[config.mk]
export PLATFORM = sky130hd
export DESIGN_NAME = vec_mem_sequencer
export DESIGN_NICKNAME = d
export VERILOG_FILES = /design/src/rtl/vec_mem_sequencer.sv
export SDC_FILE = /design/constraint.sdc
export NUM_CORES = 1
export LEC_CHECK = 0
export ABC_AREA = 1
export CORE_AREA = 2 2 232 234
export CTS_CLUSTER_SIZE = 28
export DETAILED_ROUTE_END_ITERATION = 10
export DIE_AREA = 0 0 234 236
export PLACE_DENSITY = 0.74
export SYNTH_ARGS = -nofsm -noshare
export SYNTH_HDL_FRONTEND = slang
export SYNTH_SLANG_ARGS = --single-unit
[constraint.sdc]
create_clock -name clk -period 8.65 [get_ports clk]
set_clock_uncertainty 0.05 [all_clocks]
set_input_delay 2.595 -clock clk [delete_from_list [all_inputs] [get_ports clk]]
set_output_delay 2.595 -clock clk [all_outputs]
set_load 0.05 [all_outputs]
[src/rtl/vec_mem_sequencer.sv]
// vec_mem_sequencer: moves one 16-element x 16-bit vector between a vector
// register and word memory, one element per accepted memory request.
// Ports:
//   clk, rst_n           - clock, async active-low reset
//   start, is_store      - transfer request pulse and direction (1 = VST)
//   base_addr, offset    - start address = base_addr + sext(offset)
//   st_data / ld_data    - store source / load result, element i at [16i+15:16i]
//   busy, done           - transfer active / one-cycle completion pulse
//   mem_req..mem_wdata   - memory request channel (held until mem_ack)
//   mem_rdata, mem_ack   - memory response
module vec_mem_sequencer (
    input  logic         clk,
    input  logic         rst_n,
    input  logic         start,
    input  logic         is_store,
    input  logic [15:0]  base_addr,
    input  logic [5:0]   offset,
    input  logic [255:0] st_data,
    output logic         busy,
    output logic         done,
    output logic [255:0] ld_data,
    output logic         mem_req,
    output logic         mem_we,
    output logic [15:0]  mem_addr,
    output logic [15:0]  mem_wdata,
    input  logic [15:0]  mem_rdata,
    input  logic         mem_ack
);

    typedef enum logic [1:0] {
        IDLE = 2'd0,
        XFER = 2'd1,
        DONE = 2'd2
    } state_e;

    state_e         state_q, state_d;
    logic [3:0]     idx_q, idx_d;
    logic [15:0]    addr_q, addr_d;
    logic           we_q, we_d;
    logic [255:0]   st_q, st_d;
    logic [255:0]   ld_q, ld_d;
    logic [7:0]     bit_pos;

    assign bit_pos = {idx_q, 4'b0000};

    always_comb begin
        state_d = state_q;
        idx_d   = idx_q;
        addr_d  = addr_q;
        we_d    = we_q;
        st_d    = st_q;
        ld_d    = ld_q;
        unique case (state_q)
            IDLE: begin
                if (start) begin
                    state_d = XFER;
                    we_d    = is_store;
                    st_d    = st_data;
                    addr_d  = base_addr + {{10{offset[5]}}, offset};
                    idx_d   = 4'd0;
                end
            end
            XFER: begin
                if (mem_ack) begin
                    if (!we_q) begin
                        ld_d[bit_pos +: 16] = mem_rdata;
                    end
                    if (idx_q == 4'd15) begin
                        state_d = DONE;
                    end else begin
                        idx_d = idx_q + 4'd1;
                    end
                end
            end
            DONE: begin
                // start is deliberately not sampled here: no queuing.
                state_d = IDLE;
            end
            default: begin
                state_d = IDLE;
            end
        endcase
    end

    always_ff @(posedge clk or negedge rst_n) begin
        if (!rst_n) begin
            state_q <= IDLE;
            idx_q   <= 4'd0;
            addr_q  <= 16'd0;
            we_q    <= 1'b0;
            st_q    <= 256'd0;
            ld_q    <= 256'd0;
        end else begin
            state_q <= state_d;
            idx_q   <= idx_d;
            addr_q  <= addr_d;
            we_q    <= we_d;
            st_q    <= st_d;
            ld_q    <= ld_d;
        end
    end

    // Request fields are pure decodes of held state, so they stay stable
    // for as long as the memory withholds mem_ack.
    assign mem_req   = (state_q == XFER);
    assign mem_we    = mem_req & we_q;
    assign mem_addr  = mem_req ? (addr_q + {12'd0, idx_q}) : 16'd0;
    assign mem_wdata = mem_we ? st_q[bit_pos +: 16] : 16'd0;
    assign busy      = (state_q != IDLE);
    assign done      = (state_q == DONE);
    assign ld_data   = ld_q;

endmodule

==> results of run 1 <==
worst paths after layout:
check	startpoint	end	slack, ps	cells past startpoint
max in group asynchronous	rst_n	ld_data[112]$_DFFE_PN0P_	5150	2
max reg2reg	idx_q[0]$_DFFE_PN0P_	ld_data[43]$_DFFE_PN0P_	3660	10
min	st_q[142]$_DFFE_PN0P_	st_q[142]$_DFFE_PN0P_	430	2
min in group asynchronous	rst_n	st_q[233]$_DFFE_PN0P_	1910	1
min reg2reg	st_q[142]$_DFFE_PN0P_	st_q[142]$_DFFE_PN0P_	430	2
max	idx_q[0]$_DFFE_PN0P_	mem_wdata[6]	1510	6
tightest hold or removal path, stage by stage, from the launching register on:
cell,delay [ps]
dfrtp_1,340
nand2_1,50
nand2_1,50
power by group:
| group | internal, mW | switching, mW | total (mW) |
|---|---|---|---|
| sequential | 3.56 | 0.790 | 4.35 |
| clock | 1.42 | 1.03 | 2.45 |
| combinational | 2.03 | 4.50 | 6.53 |
area by class of cell:
| type | count | area share |
|---|---|---|
| antenna | 7 | 0.000550 |
| sequential | 535 | 0.421 |
| inverter | 141 | 0.0169 |
| multi-input combinational | 2042 | 0.284 |
| clock buffer | 89 | 0.0526 |
| tap | 696 | 0.0274 |
| timing repair buffer | 605 | 0.191 |
| clock inverter | 15 | 0.00637 |
state kept, by name (all words and copies together) (netlist names):
name	cells
ld_data	256
st_q	256
addr_q	16
idx_q	4
state_q	2
we_q	1
cell families after synthesis:
logic type | synth area share
compound gates | 0.119
flops | 0.565
buf+inv | 0.0548
simple gates | 0.242
fa+ha+maj | 0.0138
xor+xnor | 0.00549
cells in the mapped netlist:
cell      number  area, µm²
nand2_1     1078       4050
dfrtp_1      535      13400
nor2_1       244        916
o21ai_0      215       1080
o21ai_1      177        886
inv_1        126        473
a21oi_1      102        510
nand3_1       85        425
buf_2         78        390
clkbuf_1      66        248
o211ai_1      42        315
nor3_1        27        135
ha_1          23        288
buf_1         17       63.8
inv_2         11       41.3
nand2_2        7       43.8
xnor2_1        7       61.3
xor2_1         6       52.6
o22ai_1        5       31.3
buf_6          4       45.0
clkinv_1       4       15.0
nor2_4         4       45.0
or2_2          4       25.0
buf_4          3       22.5
and2_1         2       12.5
fa_1           2       40.0
nand3_2        2       20.0
nand3b_1       2       15.0
nor2_2         2       12.5
nand2_4        1       11.3
nand4_1        1       6.26
nor2_8         1       20.0
nor4_1         1       6.26
o21ai_2        1       8.76
xnor2_2        1       16.3
stage by stage:
stage	instances	power (mW)	area, µm²	utilization	worst slack [ps]
2_1_floorplan	2886	8.41	23700	-	3380
3_3_place_gp	4019	10.8	29900	0.564	2240
3_5_place_dp	4019	10.9	29900	0.564	2240
4_1_cts	4123	13.3	31800	0.599	1560
5_1_grt	4130	14.1	31800	0.600	1360
6_report	4130	13.3	31800	0.600	1510
metal layers:
layer	up-vias	wire [µm]	track usage	share of wire
met3	181	6250	0.0515	0.074
met1	10300	33900	0.395	0.40
met5	-	0	0	0
li1	10200	-	-	-
met4	0	3680	0.129	0.044
met2	979	40600	0.499	0.48
==> run metrics, run 1 <==
nets 3,705; setup bufs post-CTS 0; first-pass GRT wire length 127,000 µm; grt ovf 0; Post-Syn Nets 3,210; setup violators final 0; setup TNS 0 ps; final worst-path cycle share 0.825; row count 85; PortBufs 590; status completed; initial core utilization 0.447; detailed placement HPWL 60,700 µm; most frequent cells in the layout nand2_1, clkdlybuf4s50_1, dfrtp_1; Worst-path clk slew 60 ps; CTS resizes 0; Synth Cell Area 23,700 µm²; power per cell area approximately 420 nW/µm²; max_cap viols 0; H-tree depth 2; I/O pin count between 500 and 600; Clock Path Buffers 3; hold slack final 428 ps; CP bufs+invs 2; CTS Hold Bufs 0; Total GRT Usage 0.303; Final Hold Violating Endpoints 0; Via density 5.25; core area 53,100 µm²; CP max FO 84; CTS tree done; Fillers 4,596; clock root cell clkbuf_16; Post-Synthesis Cells 2,886; CP max stage delay 1030 ps; Pre-antenna DRT Iters 6; layout cells sized above 1 0.0411; # clock sinks 535; initial antenna violation count 7; gpl congestion 0.910; Startpoint Class register; CP max stage cell dfrtp_4; Worst EP arrival roughly 4500 ps; total die area 55,200 µm²; crit end category output port; DRT iter0 DRCs 1,967; clk_lat worst skew 620 ps; WL/cell 20.4 µm; worst min-delay path class register to register; Mean Syn Cell Area 8.22 µm²; area of the multi-input gates 9030 µm²; DRT Wirelength roughly 84,000 µm; Unique masters post-synth 35; total number of vias 21,700; Sequential Area 13,400 µm²; cell breakdown of the critical path buf_4, o21ai_0, o211ai_1, nand3_1, a21oi_1, clkdlybuf4s50_1; leak pwr 14.8 nW; VDD IR-drop max 219 µV; Max Slew Vio Count 0; die width 234 µm; RSZ-0062 raised after global routing no; ANT nets after route 0; Die Span Y around 240 µm; Yosys warnings 0; area grow syn2layout 34.2%; largest delay contributor family on the critical path buffers and inverters; vias in the first global route roughly 21,000; Seq/Total Area, Yosys 0.565; Tmin final 7140 ps; drt drc 0; Req. time, crit path 6010 ps; kind of critical path register to output port; Worst-Margin Slew 1100 ps; synthesized flop and latch total 535; largest net degree at the start of global routing 198; fmax 140 MHz; commonest non-fill, non-tap cell in the layout nand2_1; CTS Buf Count 56; slew margin rel. 0.262
(Power assumes the default switching activity.)
==> run 2: changes to the inputs <==
--- a/config.mk
+++ b/config.mk
@@ -6,11 +6,11 @@
 export NUM_CORES = 1
 export LEC_CHECK = 0
 export ABC_AREA = 1
-export CORE_AREA = 2 2 232 234
+export CORE_AREA = 2 2 233 235
 export CTS_CLUSTER_SIZE = 28
 export DETAILED_ROUTE_END_ITERATION = 10
-export DIE_AREA = 0 0 234 236
-export PLACE_DENSITY = 0.74
+export DIE_AREA = 0 0 235 237
+export PLACE_DENSITY = 0.76
 export SYNTH_ARGS = -nofsm -noshare
 export SYNTH_HDL_FRONTEND = slang
 export SYNTH_SLANG_ARGS = --single-unit
==> constraint.sdc (replaced) <==
create_clock -name clk -period 6 [get_ports clk]
set_clock_uncertainty 0.05 [all_clocks]
set_input_delay 1.8 -clock clk [delete_from_list [all_inputs] [get_ports clk]]
set_output_delay 1.8 -clock clk [all_outputs]
set_load 0.05 [all_outputs]
==> run metrics, run 2 (synthesis results as in run 1) <==
Tmin final roughly 5700 ps; max_cap viols 0; die width 235 µm; setup violators final 0; I/O pin count 591; CTS tree done; hold slack final approximately 420 ps; nets between 3,000 and 4,000; met3 Use GR 0.0499; Clk pwr share 0.187; Final Hold Violating Endpoints 0; Worst-path clk slew 60 ps; DRT iter0 DRCs 2,107; Clock Path Buffers 3; kind of critical path register to output port; DRT Wirelength 84,900 µm; CTS resizes 0; setup bufs post-CTS 0; Total GRT Usage 0.300; crit end category output port; Worst-Margin Slew 1320 ps; grt ovf 0; final worst-path cycle share 0.947; commonest non-fill, non-tap cell in the layout nand2_1; vias in the first global route 20,900; grt met1 use 0.390; drt drc 0; layout cells sized above 1 0.0482; Comb power frac 0.492; RSZ-0062 raised after global routing no; share of power burned in registers 0.321; gpl congestion around 0.93; Worst EP arrival 3830 ps; detailed placement HPWL about 62,000 µm; CTS Hold Bufs 0; first-pass GRT wire length 128,000 µm; Final Worst Setup Slack 316 ps; core area about 53,000 µm²; Net Sw Frac 0.472; WL/cell 20.5 µm; Most Used Layer, Global Route met2; leak pwr 15.0 nW; # clock sinks 535; total number of vias 22,100; initial core utilization 0.445; CTS Buf Count 56; met2 usage 0.489; total power 19.4 mW; most frequent cells in the layout nand2_1, clkdlybuf4s50_1, dfrtp_1; VDD IR-drop max 390 µV; fin util 0.601; Via density roughly 5.3; status completed; clock root cell clkbuf_16; setup TNS 0 ps; clk_lat worst skew 620 ps; pre-CTS WS 1000 ps; Startpoint Class register; largest net degree at the start of global routing about 250; H-tree depth 2; initial antenna violation count 13; P_int between 10 and 15 mW; ANT nets after route 0; slew margin rel. 0.120; power per cell area 605 nW/µm²; CP max FO 67; Req. time, crit path 4150 ps; worst min-delay path class register to register; fmax 176 MHz; Die Span Y 237 µm; area grow syn2layout 35.0%; total die area 55,700 µm²; Switching Power about 9.1 mW; row count 85; Max Slew Vio Count 0; PortBufs 590; Pre-antenna DRT Iters 6
run 2: power by group through the flow:
stage | Sequential, mW | Combinational [mW] | Clock, mW
finish | 6.22 | 9.52 | 3.62
global route | 6.35 | 10.2 | 3.81
CTS | 6.18 | 9.51 | 3.66
floorplan | 8.02 | 4.10 | 0
global placement | 6.21 | 9.32 | 0
detailed placement | 6.22 | 9.47 | 0
run 2: final cells by class:
type	instances	area [µm²]
Sequential cell	535	13400
Inverter	141	539
Clock buffer	85	1670
Clock inverter	19	250
Timing Repair Buffer	622	6230
Multi-Input combinational cell	2042	9030
Antenna cell	10	25.0
Tap cell	696	871
Fill cell	4668	21300
run 2: path summary, 6_finish.rpt:
path / start / end / slack [ps] / cells past startpoint
worst max-delay path: idx_q[0]$_DFFE_PN0P_ / mem_wdata[0] / 320 / 7
max in group asynchronous: rst_n / idx_q[1]$_DFFE_PN0P_ / 3680 / 2
worst min register to register: st_q[175]$_DFFE_PN0P_ / st_q[175]$_DFFE_PN0P_ / 420 / 2
worst min-delay path: st_q[175]$_DFFE_PN0P_ / st_q[175]$_DFFE_PN0P_ / 420 / 2
min in group asynchronous: rst_n / st_q[253]$_DFFE_PN0P_ / 1180 / 1
worst max register to register: idx_q[1]$_DFFE_PN0P_ / ld_data[39]$_DFFE_PN0P_ / 2030 / 11
run 2: through the flow:
step,std cells,cell area [µm²]
6_report,4150,32000
5_1_grt,4150,32000
4_1_cts,4140,32000
3_5_place_dp,4036,30100
3_3_place_gp,4036,30100
2_1_floorplan,2886,23700
run 2: worst max-delay path: stages, from the launching register on:
cell and delay [ps]:
dfrtp_4 640, buf_4 610, buf_4 400, o21ai_0 140, nand3_1 90, nand3_1 80
a21oi_1 370, clkdlybuf4s50_1 880
run 2: routing by layer:
layer | up-vias | part of all wire
met5 | - | 0
met4 | 0 | 0.048
met3 | 203 | 0.074
met2 | 1047 | 0.48
met1 | 10500 | 0.40
li1 | 10300 | -
